`src/rtl/ifetch_prefetch_queue.sv`:
```
// Instruction-fetch front end: issues sequential word fetches, buffers returned
// words with their PCs in an in-order prefetch queue, and flushes on redirect.
module ifetch_prefetch_queue #(
    parameter int          DEPTH    = 4,
    parameter logic [31:0] RESET_PC = 32'h0000_0000
) (
    input  logic        clk,
    input  logic        reset,
    output logic        imem_req,
    output logic [31:0] imem_addr,
    input  logic        imem_gnt,
    input  logic        imem_rvalid,
    input  logic [31:0] imem_rdata,
    input  logic        stall,
    input  logic        redirect,
    input  logic [31:0] redirect_pc,
    output logic        inst_valid,
    output logic [31:0] inst,
    output logic [31:0] pc
);

    localparam int          CW  = $clog2(DEPTH + 1);
    localparam int          AW  = $clog2(DEPTH);
    localparam logic [31:0] NOP = 32'h0000_0013;

    logic [31:0]   r_q_inst [DEPTH];
    logic [31:0]   r_q_pc   [DEPTH];
    logic [AW-1:0] r_wptr;
    logic [AW-1:0] r_rptr;
    logic [CW-1:0] r_count;
    logic [CW-1:0] r_outst;
    logic [CW-1:0] r_drop;
    logic [31:0]   r_fetch_pc;
    logic [31:0]   r_resp_pc;

    logic [CW:0]   w_credit;
    logic          w_req;
    logic          w_issue;
    logic          w_rsp;
    logic          w_push;
    logic          w_pop;
    logic [31:0]   w_redir_pc;

    // Every queued entry and every in-flight request (dropped or not) holds a
    // credit, so a returning word always finds a free slot.
    assign w_credit   = {1'b0, r_count} + {1'b0, r_outst};
    assign w_req      = reset && !redirect && (w_credit < (CW+1)'(DEPTH));
    assign w_issue    = w_req && imem_gnt;
    assign w_rsp      = imem_rvalid && (r_outst != '0);
    assign w_push     = w_rsp && (r_drop == '0) && !redirect;
    assign w_pop      = (r_count != '0) && !stall && !redirect;
    assign w_redir_pc = redirect_pc & 32'hFFFF_FFFC;

    assign imem_req   = w_req;
    assign imem_addr  = r_fetch_pc;
    assign inst_valid = (r_count != '0);
    assign inst       = inst_valid ? r_q_inst[r_rptr] : NOP;
    assign pc         = inst_valid ? r_q_pc[r_rptr]   : 32'h0;

    always_ff @(posedge clk) begin
        if (w_push) begin
            r_q_inst[r_wptr] <= imem_rdata;
            r_q_pc[r_wptr]   <= r_resp_pc;
        end
    end

    always_ff @(posedge clk or negedge reset) begin
        if (!reset) begin
            r_wptr     <= '0;
            r_rptr     <= '0;
            r_count    <= '0;
            r_outst    <= '0;
            r_drop     <= '0;
            r_fetch_pc <= RESET_PC;
            r_resp_pc  <= RESET_PC;
        end else if (redirect) begin
            // Everything still in flight, minus a word returning right now,
            // must be discarded when it arrives.
            r_wptr     <= '0;
            r_rptr     <= '0;
            r_count    <= '0;
            r_outst    <= r_outst - CW'(w_rsp);
            r_drop     <= r_outst - CW'(w_rsp);
            r_fetch_pc <= w_redir_pc;
            r_resp_pc  <= w_redir_pc;
        end else begin
            if (w_issue) begin
                r_fetch_pc <= r_fetch_pc + 32'd4;
            end
            r_outst <= r_outst + CW'(w_issue) - CW'(w_rsp);
            if (w_rsp) begin
                if (r_drop != '0) begin
                    r_drop <= r_drop - CW'(1);
                end else begin
                    r_resp_pc <= r_resp_pc + 32'd4;
                end
            end
            if (w_push) begin
                r_wptr <= r_wptr + AW'(1);
            end
            if (w_pop) begin
                r_rptr <= r_rptr + AW'(1);
            end
            r_count <= r_count + CW'(w_push) - CW'(w_pop);
        end
    end

endmodule

```
`config.mk`:
```
export PLATFORM = sky130hd
export DESIGN_NAME = ifetch_prefetch_queue
export DESIGN_NICKNAME = d
export VERILOG_FILES = /design/src/rtl/ifetch_prefetch_queue.sv
export SDC_FILE = /design/constraint.sdc
export NUM_CORES = 1
export LEC_CHECK = 0
export CORE_MARGIN = 8
export CORE_UTILIZATION = 50
export DETAILED_ROUTE_END_ITERATION = 16
export PLACE_DENSITY_LB_ADDON = 0.3
export SKIP_LAST_GASP = 1
export SLEW_MARGIN = 40
export SYNTH_ARGS = -nofsm -noshare
export SYNTH_HDL_FRONTEND = slang
export SYNTH_SLANG_ARGS = --single-unit
```
`constraint.sdc`:
```
create_clock -name clk -period 4.8 [get_ports clk]
set_clock_uncertainty 0.15 [all_clocks]
set_input_delay 0.96 -clock clk [delete_from_list [all_inputs] [get_ports clk]]
set_output_delay 0.96 -clock clk [all_outputs]
set_load 0.05 [all_outputs]
```
==> results of run 1 <==
==> how the worst max path moves through the flow <==
stage | endpoint | slack (ps) | start
final | inst[12] | 670 | r_rptr[0]
after detailed placement | r_outst[2] | 840 | reset
after floorplan | imem_req | 1030 | redirect
after CTS | inst[17] | 580 | r_rptr[0]
after global routing | inst[2] | 470 | r_rptr[0]
after global placement | imem_req | 840 | reset
==> routing by layer <==
layer | global-route usage [%] | routed length (µm) | up-vias
li1 | - | - | 3685
met1 | 24.6 | 13100 | 3991
met2 | 27.6 | 13200 | 266
met3 | 3.97 | 2000 | 33
met4 | 4.03 | 444 | 0
met5 | 0 | 0 | -
==> cells by family after synthesis <==
group                    after synthesis
XOR/XNOR                              39
AND/OR/NAND/NOR                      265
adder cells (fa/ha/maj)               18
multiplexers                          77
flip-flops                           321
other                                  1
AO/OA/AOI/OAI                         82
buffers and inverters                 67
==> per-stage QoR <==
stage          std cells  utilization, %
2_1_floorplan        873               -
3_3_place_gp        1347            58.5
3_5_place_dp        1347            58.6
4_1_cts             1409            63.0
5_1_grt             1409            63.1
6_report            1409            63.1
==> layout by cell type (no fill, tap or decap), drive strengths merged, types with 5 or more instances in the layout <==
master         count
buf               19
clkdlybuf4s50    159
nor2              24
xor2              18
nand2             52
nor3              14
bufinv             6
clkbuf            44
edfxtp           248
inv               21
and2              10
nor4               5
a21oi              5
or2                5
o21ai             35
and4               8
nor2b             62
o311ai            10
o211ai            14
nand4             22
and3              11
mux4              62
xnor2             21
dfrtp             73
or4                6
mux2              11
ha                16
nand3             35
clkinv            12
==> layout make-up <==
| type | instances | area [µm²] |
|---|---|---|
| fillers | 1951 | 9960 |
| flip-flops and latches | 321 | 9280 |
| multi-input cells | 485 | 4190 |
| repair buffers | 178 | 1820 |
| clock buffers | 44 | 952 |
| well taps | 341 | 427 |
| clock inverters | 18 | 246 |
| inverters | 22 | 82.6 |
==> flip-flops by register name, summed over array words and instances, names as in the netlist <==
name       count
r_resp_pc     30
r_outst        3
r_q_pc       120
r_count        3
imem_addr     30
r_wptr         2
r_q_inst     128
r_drop         3
r_rptr         2
==> power by group <==
group,internal (mW),switching (mW)
Combinational,1.21,1.97
Sequential,3.17,0.220
Clock,1.73,1.03
Total,6.10,3.22
==> results.md, run 1 <==
- CTS tree: built
- Cts bufs inserted: 34
- CP Class: reg2out
- Port Buf Inserts: between 150 and 200
- Seq/Total Area, Yosys: between 60 and 70%
- GRT Resource Usage Total: 17.5%
- Global route overflow: 0
- RSZ-0062 raised after global routing: false
- Synth Area in Simple Gates: ~11%
- Worst Path Max Fanout: 25
- Synthesized cell area: about 14000 µm²
- Vias in the first global route: about 8400
- Clock Path Buffers: 3
- Initial Util: 50.9%
- Root Driver: clkbuf_16
- DRT Pass-1 Iters: 5
- Post-synth EDFFs: ~250
- Final Hold Fails: 0
- Post-synthesis adder-cell area fraction: ~1.8%
- Min Clock Period, post-route: between 4000 and 5000 ps
- Global-route wire length before repair: roughly 46000 µm
- Final WS setup: roughly 670 ps
- Multiplexer share of the synthesized area: between 10% and 20%
- Total Power: about 9.3 mW
- Initial antenna violation count: 0
- Placement Cell Area: approximately 16000 µm²
- Synth Area in XOR/XNOR: approximately 2.5%
- Critical Path Source Type: flip-flop
- LEAKAGE: about 5.8 nW
- TNS Setup: 0 ps
- Top_reg_cell synth: edfxtp_1
- Final Setup Violations: 0
- Die height: 182 µm
- Final Cell Area: between 15000 and 20000 µm²
- Die width: ~180 µm
- Post-Place Worst Slack: roughly 840 ps
- DR vias/cell: about 5.7
- Synth cell count leaders: 248 x edfxtp_1, 73 x dfrtp_1, 62 x mux4_2, 62 x nor2b_1, 52 x nand2_1
- FF-to-FF path depth: 12
- Area Growth Syn to Fin: 24.0%
- Crit path max-delay family: buffers and inverters
- Mapped Cells: 870
- Post-CTS setup buffers: 0
- Via count: about 8000
- Wirelength per Cell: 20.4 µm
- Post-CTS Hold Buffers: 0
- Worst Max-Slew Pin Slew: 641 ps
- Final HPWL DP: 18500 µm
- PostCTS Resize Cnt: 0
- Crit path capture type: output pin
- Pin count of the biggest net entering global routing: 66
- Compound-Gate Fraction of Synth Area: under 10%
- CP Buf/Inv Count: 2
- Reg-to-Reg Start: r_count[2]
- Max_cap viols: 0
- Core box area: approximately 27000 µm²
- Drc violations: 0
- Antenna-violating nets left: 0
- Hold WS: a little over 200 ps
- Cell Rows: 60
- Diodes inserted: 0
- Worst path depth: 4
- Die area: between 30000 and 40000 µm²
- Clock Sinks: 321
- Crit Reg-Reg Endpoint: r_outst[2]
- Largest family of logic cells by synthesized area: multiplexers
- Worst-Skew Late Latency: 500 ps
- Synthesis Warnings: 0
- Io pins: between 150 and 200
- Peak supply drop: approximately 0.32 mV
- Critical Path, Cell by Cell: buf_4, mux4_2, nor2b_1, clkdlybuf4s50_1
- Max Freq: approximately 240 MHz
- Worst endpoint required time: between 3000 and 4000 ps
- R2r setup slk: 1430 ps
- Mean area per synthesized cell: about 16 µm²
- Async SR Flop Fraction: between 20% and 30%
- Count leader, synth: edfxtp_1
- Register bit total from synthesis: about 320
- Period utilisation layout: 86.1%
- Fraction of layout cells with a size suffix above 1: between 10% and 20%
- Slew Limit Fails: 0
- Pwr/cell area: between 500 and 600 nW/µm²
- Total Routed Length: between 20000 and 30000 µm
- Worst path slowest cell: dfrtp_4
- Synth top area share: between 50% and 60%
- Hold/Removal Path Class: in2async
- Critical Path Max Stage Delay: 750 ps
- Rel. slew slack: 57.2%
- Reg clk slew, reported paths: ~60 ps
- DRT iter0 DRCs: between 500 and 600
- Crit path DAT: just over 3000 ps
- Post-synth top area cell: edfxtp_1
- H-Tree Depth: 2
- Routability cong.: about 0.86
- Status: completed
- Distinct cell type count after synthesis: 52
- Main area contributors after synthesis: edfxtp_1 54%, dfrtp_1 13%, mux4_2 10%
- Fin nets: roughly 1100
Power figures use the tool's default switching activity.
==> run 2, diff against run 1 <==
--- a/config.mk
+++ b/config.mk
@@ -5,8 +5,10 @@
 export SDC_FILE = /design/constraint.sdc
 export NUM_CORES = 1
 export LEC_CHECK = 0
+export ABC_AREA = 1
 export CORE_MARGIN = 8
 export CORE_UTILIZATION = 50
+export CTS_CLUSTER_SIZE = 25
 export DETAILED_ROUTE_END_ITERATION = 16
 export PLACE_DENSITY_LB_ADDON = 0.3
 export SKIP_LAST_GASP = 1
==> constraint.sdc (replaced) <==
create_clock -name clk -period 4.2 [get_ports clk]
set_clock_uncertainty 0.15 [all_clocks]
set_input_delay 0.84 -clock clk [delete_from_list [all_inputs] [get_ports clk]]
set_output_delay 0.84 -clock clk [all_outputs]
set_load 0.05 [all_outputs]
==> run 2 against run 1 <==
Critical path depth rose by 2; critical path type unchanged; total power is 31% higher; sequential power up 18%; final cell count up 46%; clock-buffer cell count is 2 lower; synthesized area grew 6.7%; register-to-register slack worse by 60 ps.
==> results.md, run 2 <==
- Seq/Total Area, Yosys: between 60 and 70%
- Post-CTS setup buffers: 0
- Io pins: 168
- Pwr/cell area: just under 700 nW/µm²
- Most used routing layer: met2
- Comb power frac: 42.0%
- Drc violations: 0
- Final Hold Fails: 0
- CP Class: reg2out
- Sequential share of power: between 30% and 40%
- Synth Area in Simple Gates: between 10% and 20%
- Max_cap viols: 0
- Distinct cell type count after synthesis: 39
- Root Driver: clkbuf_16
- Die width: ~190 µm
- Worst path slowest cell: dfrtp_4
- Pin count of the biggest net entering global routing: approximately 130
- GRT Resource Usage Total: 21.0%
- Synth top area share: 50.9%
- CP Buf/Inv Count: 4
- DRT Pass-1 Iters: 5
- Die area: 35000 µm²
- Synth Area in XOR/XNOR: ~1.4%
- Clk pwr share: 25.4%
- Worst endpoint required time: around 3200 ps
- Initial Util: about half
- Register bit total from synthesis: 321
- LEAKAGE: roughly 7 nW
- DRT iter0 DRCs: 879
- Crit path max-delay family: buffers and inverters
- Met1 usage in global routing: between 20% and 30%
- Via count: between 10000 and 15000
- Area Growth Syn to Fin: 24.8%
- Max reg flops: about 130
- Final HPWL DP: ~24000 µm
- PostCTS Resize Cnt: 0
- Critical Path Max Stage Delay: 490 ps
- Synthesized cell area: ~15000 µm²
- H-Tree Depth: 2
- Peak supply drop: ~0.50 mV
- Clock Path Buffers: 3
- Antenna-violating nets left: 0
- Worst-Skew Late Latency: approximately 520 ps
- Mean area per synthesized cell: ~9.8 µm²
- Async SR Flop Fraction: 22.7%
- Largest family of logic cells by synthesized area: simple AND/OR/NAND/NOR gates
- Fraction of layout cells with a size suffix above 1: 10.2%
- Commonest non-fill, non-tap cell in the layout: nor2_1
- Critical Path Source Type: flip-flop
- Post-CTS Hold Buffers: 0
- Psw: 4.81 mW
- Worst path most repeated cell: buf_4
- TNS Setup: 0 ps
- Total Routed Length: roughly 37000 µm
- Synth cell count leaders: 320 x nor2_1, 249 x nand2_1, 248 x edfxtp_1
- Crit path DAT: ~2600 ps
- Crit path capture type: output pin
- RSZ-0062 raised after global routing: false
- Worst Setup SP: r_rptr[0]
- Grt met2 use: approximately a third
- Clock Sinks: ~320
- Wirelength per Cell: between 15 and 20 µm
- Count leader, synth: nor2_1
- Period utilisation layout: roughly 85%
- Global-route wire length before repair: 59400 µm
- Hold/Removal Path Class: in2async
- Final Setup Violations: 0
- Vias in the first global route: between 10000 and 15000
- Max Freq: around 280 MHz
- CTS tree: built
- Slew Limit Fails: 0
- Main area contributors after synthesis: edfxtp_1 51%, dfrtp_1 12%, nor2_1 8.2%
- Die height: 187 µm
- Multiplexer share of the synthesized area: 0%
- Reg-to-Reg Start: r_outst[2]
- Reg clk slew, reported paths: around 70 ps
- Cells after DPL: 1997
- Worst Max-Slew Pin Slew: slightly above 800 ps
- Worst Path Max Fanout: 37
- Pint: roughly 7.5 mW
- Global route overflow: 0
- Critical Path, Cell by Cell: inv_2, buf_4, buf_4, o21ai_0, a21oi_1, buf_4
- Biggest regs: r_q_inst: 128 flops, r_q_pc: 120 flops
- Most frequent cells in the layout: 316 x nor2_1, 249 x nand2_1, 248 x edfxtp_1
- Routability cong.: slightly above 0.9
- DR vias/cell: around 5.4
- Synthesis Warnings: 0
- Initial antenna violation count: 1
- Fin cells: 2060
- Net Sw Frac: between 30 and 40%
- Post-synth top area cell: edfxtp_1
- Post-synthesis adder-cell area fraction: ~1.6%
- Mapped Cells: roughly 1500
- Post-synth EDFFs: around 250
- Met3 usage: 4.75%
- Compound-Gate Fraction of Synth Area: under 10%
- Port Buf Inserts: 161
- Rel. slew slack: between 40% and 50%
- Core box area: 28800 µm²
- Fin nets: roughly 1700
- Cell Rows: just over 60
- Cts bufs inserted: 34
- Top_reg_cell synth: edfxtp_1
- Min Clock Period, post-route: 3590 ps
- Largest register by flop count: r_q_inst
- Status: completed
run 2: cell types whose count changed after synthesis, sizes merged, moves of 62 or more:
cell / change
nor2: +305
nor2b: -62
o21ai: +123
inv: +91
nand2: +202
mux4: -62
a21oi: +74
run 2: kinds of logic after synthesis:
kind of cell	count (synthesis)
simple gates	689
other cells	1
buf+inv	177
compound gates	260
fa+ha+maj	18
xor+xnor	24
flops	321
run 2: power groups by stage:
stage               Sequential, mW  Combinational (mW)  Clock, mW
floorplan                     4.14                2.83          0
global placement              4.03                5.11          0
detailed placement            4.04                5.17          0
CTS                           3.98                5.20       3.17
global route                  4.02                5.49       3.29
finish                        3.99                5.15       3.12
run 2: worst paths after layout:
kind | slack (ps) | depth (start not counted) | end
worst min-delay path | 270 | 2 | imem_addr[27]
max in group asynchronous | 2630 | 3 | r_resp_pc[11]
worst max register to register | 1370 | 11 | r_outst[2]
min in group clk | 410 | 1 | r_wptr[0]
worst max-delay path | 610 | 6 | inst[14]
worst min register to register | 410 | 1 | r_wptr[0]
run 2: final cells by class:
type / instances / area, µm²
Antenna cell: 1 / 2.50
Fill cell: 2187 / 10500
Sequential cell: 321 / 9280
Clock buffer: 42 / 902
Tap cell: 384 / 480
Clock inverter: 20 / 270
Inverter: 113 / 429
Timing Repair Buffer: 184 / 2220
Multi-Input combinational cell: 995 / 4670
run 2: metrics by stage:
stage          instance area, µm²  hold WS (ps)  power, mW  utilization (%)  setup slack, ps
6_report                    18300           265       12.3             63.4              610
5_1_grt                     18200           281       12.8             63.4              382
4_1_cts                     18200           275       12.3             63.4              563
3_5_place_dp                17100           396       9.21             59.3              948
3_3_place_gp                17100           396       9.14             59.3              979
2_1_floorplan               14600           346       6.97                -             -433
run 2: worst reg2reg max path, stage by stage, from the launching register on:
cell	delay, ps
dfrtp_1	430
ha_1	290
nor2_1	90
nand2_1	90
nor3_4	170
nand2_4	210
ha_1	350
inv_1	40
ha_1	190
fa_1	370
and2_1	170
o31ai_1	180
run 2: per-layer routing:
layer  vias to the layer above  wire length [µm]  part of all wire [%]
met3                        69              2810                   7.5
met5                         -                 0                     0
li1                       5321                 -                     -
met2                       425             17500                    47
met4                         0              1020                   2.7
met1                      5283             15900                    43
==> run 3, diff against run 2 <==
--- a/config.mk
+++ b/config.mk
@@ -6,11 +6,15 @@
 export NUM_CORES = 1
 export LEC_CHECK = 0
 export ABC_AREA = 1
+export CELL_PAD_IN_SITES_DETAIL_PLACEMENT = 0
+export CELL_PAD_IN_SITES_GLOBAL_PLACEMENT = 2
 export CORE_MARGIN = 8
-export CORE_UTILIZATION = 50
+export CORE_UTILIZATION = 36
 export CTS_CLUSTER_SIZE = 25
 export DETAILED_ROUTE_END_ITERATION = 16
+export GPL_ROUTABILITY_DRIVEN = 0
 export PLACE_DENSITY_LB_ADDON = 0.3
+export SETUP_SLACK_MARGIN = 0.2
 export SKIP_LAST_GASP = 1
 export SLEW_MARGIN = 40
 export SYNTH_ARGS = -nofsm -noshare
==> run 3 against run 2 <==
Critical path depth is 2 lower; setup slack worse by 66 ps; total power is 3.1% higher; combinational power is 6.4% higher; register-to-register slack worse by 110 ps; final area is 2.2% higher; via count is 3.6% lower; sequential share of layout area is 1.1 points lower; largest cell class unchanged; flip-flop and latch count stayed put; sequential power hardly changed.
==> results.md, run 3 (synthesis results as in run 2) <==
- Status: completed
- Final Hold Fails: 0
- Post-CTS Hold Buffers: 0
- Clock Sinks: around 320
- PostCTS Resize Cnt: 0
- Slew Limit Fails: 0
- Peak supply drop: 0.329 mV
- Diodes inserted: 0
- Total Routed Length: between 40000 and 50000 µm
- Max_cap viols: 0
- Drc violations: 0
- Pwr/cell area: 677 nW/µm²
- Worst endpoint required time: approximately 3200 ps
- Worst-Skew Late Latency: between 500 and 600 ps
- Worst Path Max Fanout: just under 100
- Max reg flops: 128
- Reg clk slew, reported paths: about 60 ps
- Hold/Removal Path Class: in2async
- Final Cell Area: ~19000 µm²
- Cell Rows: 74
- Period utilisation layout: 87.0%
- Die width: between 200 and 250 µm
- Min Clock Period, post-route: about 3700 ps
- Io pins: approximately 170
- Critical Path, Cell by Cell: buf_12, nor2_1, o311ai_0, buf_12
- Area Growth Syn to Fin: 27.6%
- Biggest regs: r_q_inst: 128 flops, r_q_pc: 120 flops
- Met3 wire length: 1950 µm
- DRT iter0 DRCs: 660
- Initial antenna violation count: 0
- Wirelength per Cell: ~18 µm
- Worst Max-Slew Pin Slew: just under 800 ps
- Final core utilization: between 40% and 50%
- Cts bufs inserted: 36
- Final HPWL DP: around 26000 µm
- Post-CTS setup buffers: 0
- GRT Resource Usage Total: 16.9%
- Worst path most repeated cell: buf_12
- Hold WS: roughly 230 ps
- Comb power frac: 43.3%
- Largest register by flop count: r_q_inst
- Crit path DAT: 2670 ps
- Most frequent cells in the layout: 316 x nor2_1, 249 x nand2_1, 248 x edfxtp_1
- Clk pwr share: roughly 25%
- Crit path capture type: output pin
- DRT Pass-1 Iters: 4
- Critical Path Max Stage Delay: about 700 ps
- Fill cells: ~3700
- DR vias/cell: roughly 4.8
- RSZ-0062 raised after global routing: false
- Initial Util: 36.1%
- Pin count of the biggest net entering global routing: a little under 100
- Top Metal Used: met4
- CTS tree: built
- Max Freq: about 270 MHz
- Final Setup Violations: 0
- Die area: 47300 µm²
- Metal2 WL: just under 20000 µm
- Fraction of layout cells with a size suffix above 1: 10.6%
- Net Sw Frac: between 30 and 40%
- H-Tree Depth: 2
- Rel. slew slack: between 40% and 50%
- Pint: approximately 7.6 mW
- Sequential share of power: 31.8%
- FF-to-FF path depth: 12
- Vias in the first global route: approximately 11000
- Worst path slowest cell: o311ai_0
- Global-route wire length before repair: approximately 63000 µm
- Via count: roughly 11000
- Root Driver: clkbuf_16
- LEAKAGE: slightly above 7 nW
- CP Class: reg2out
- Port Buf Inserts: 161
- Placement Cell Area: around 17000 µm²
- Global route overflow: 0
- Clock Path Buffers: 3
- Commonest non-fill, non-tap cell in the layout: nor2_1
- WL met1: around 18000 µm
- Die height: roughly 220 µm
- Core box area: 40500 µm²
- TNS Setup: 0 ps
- Fin nets: ~1700
- Antenna-violating nets left: 0
- Psw: around 5 mW
- Critical Path Source Type: flip-flop
==> run 3: path summary, 6_finish.rpt <==
check / slack [ps] / from / endpoint
min reg2reg: 410 / r_wptr[0] / r_wptr[0]
min: 230 / reset / imem_addr[29]
max in group asynchronous: 2830 / reset / r_resp_pc[7]
max: 540 / r_rptr[0] / inst[1]
max reg2reg: 1260 / r_count[1] / r_count[2]
min in group clk: 410 / r_wptr[0] / r_wptr[0]
==> run 3: critical path: cells and delay by family (launching register included) <==
family / cells / cell delay, ps
AO/OA/AOI/OAI: 1 / 710
AND/OR/NAND/NOR: 1 / 90
flip-flops: 1 / 650
buffers and inverters: 2 / 650
==> run 3: routing by layer <==
| layer | up-vias | track usage, % |
|---|---|---|
| met5 | - | 0 |
| met4 | 0 | 5.05 |
| met3 | 57 | 3.00 |
| met2 | 212 | 28.9 |
| met1 | 5099 | 21.7 |
| li1 | 5325 | - |
==> run 3: power by group through the flow <==
stage               Combinational [mW]  Sequential [mW]  Clock, mW
floorplan                         2.83             4.14          0
global placement                  5.52             4.08          0
detailed placement                5.55             4.08          0
CTS                               5.56             4.02       3.23
global route                      5.84             4.06       3.34
finish                            5.48             4.02       3.14
==> run 3: final cells by class <==
cell class / count / area, µm² / share of cell area [%]
inverter: 113 / 429 / 2.30
clock buffer: 42 / 923 / 4.95
multi-input combinational: 995 / 4670 / 25.0
clock inverter: 24 / 255 / 1.37
tap: 532 / 666 / 3.57
timing repair buffer: 182 / 2440 / 13.1
sequential: 321 / 9280 / 49.7
==> run 3: metrics by stage <==
step | instances | setup slack [ps] | power [mW]
global placement | 2143 | 804 | 9.60
detailed placement | 2143 | 801 | 9.63
global route | 2209 | 425 | 13.2
finish | 2209 | 544 | 12.6
CTS | 2209 | 531 | 12.8
floorplan | 1493 | -433 | 6.97
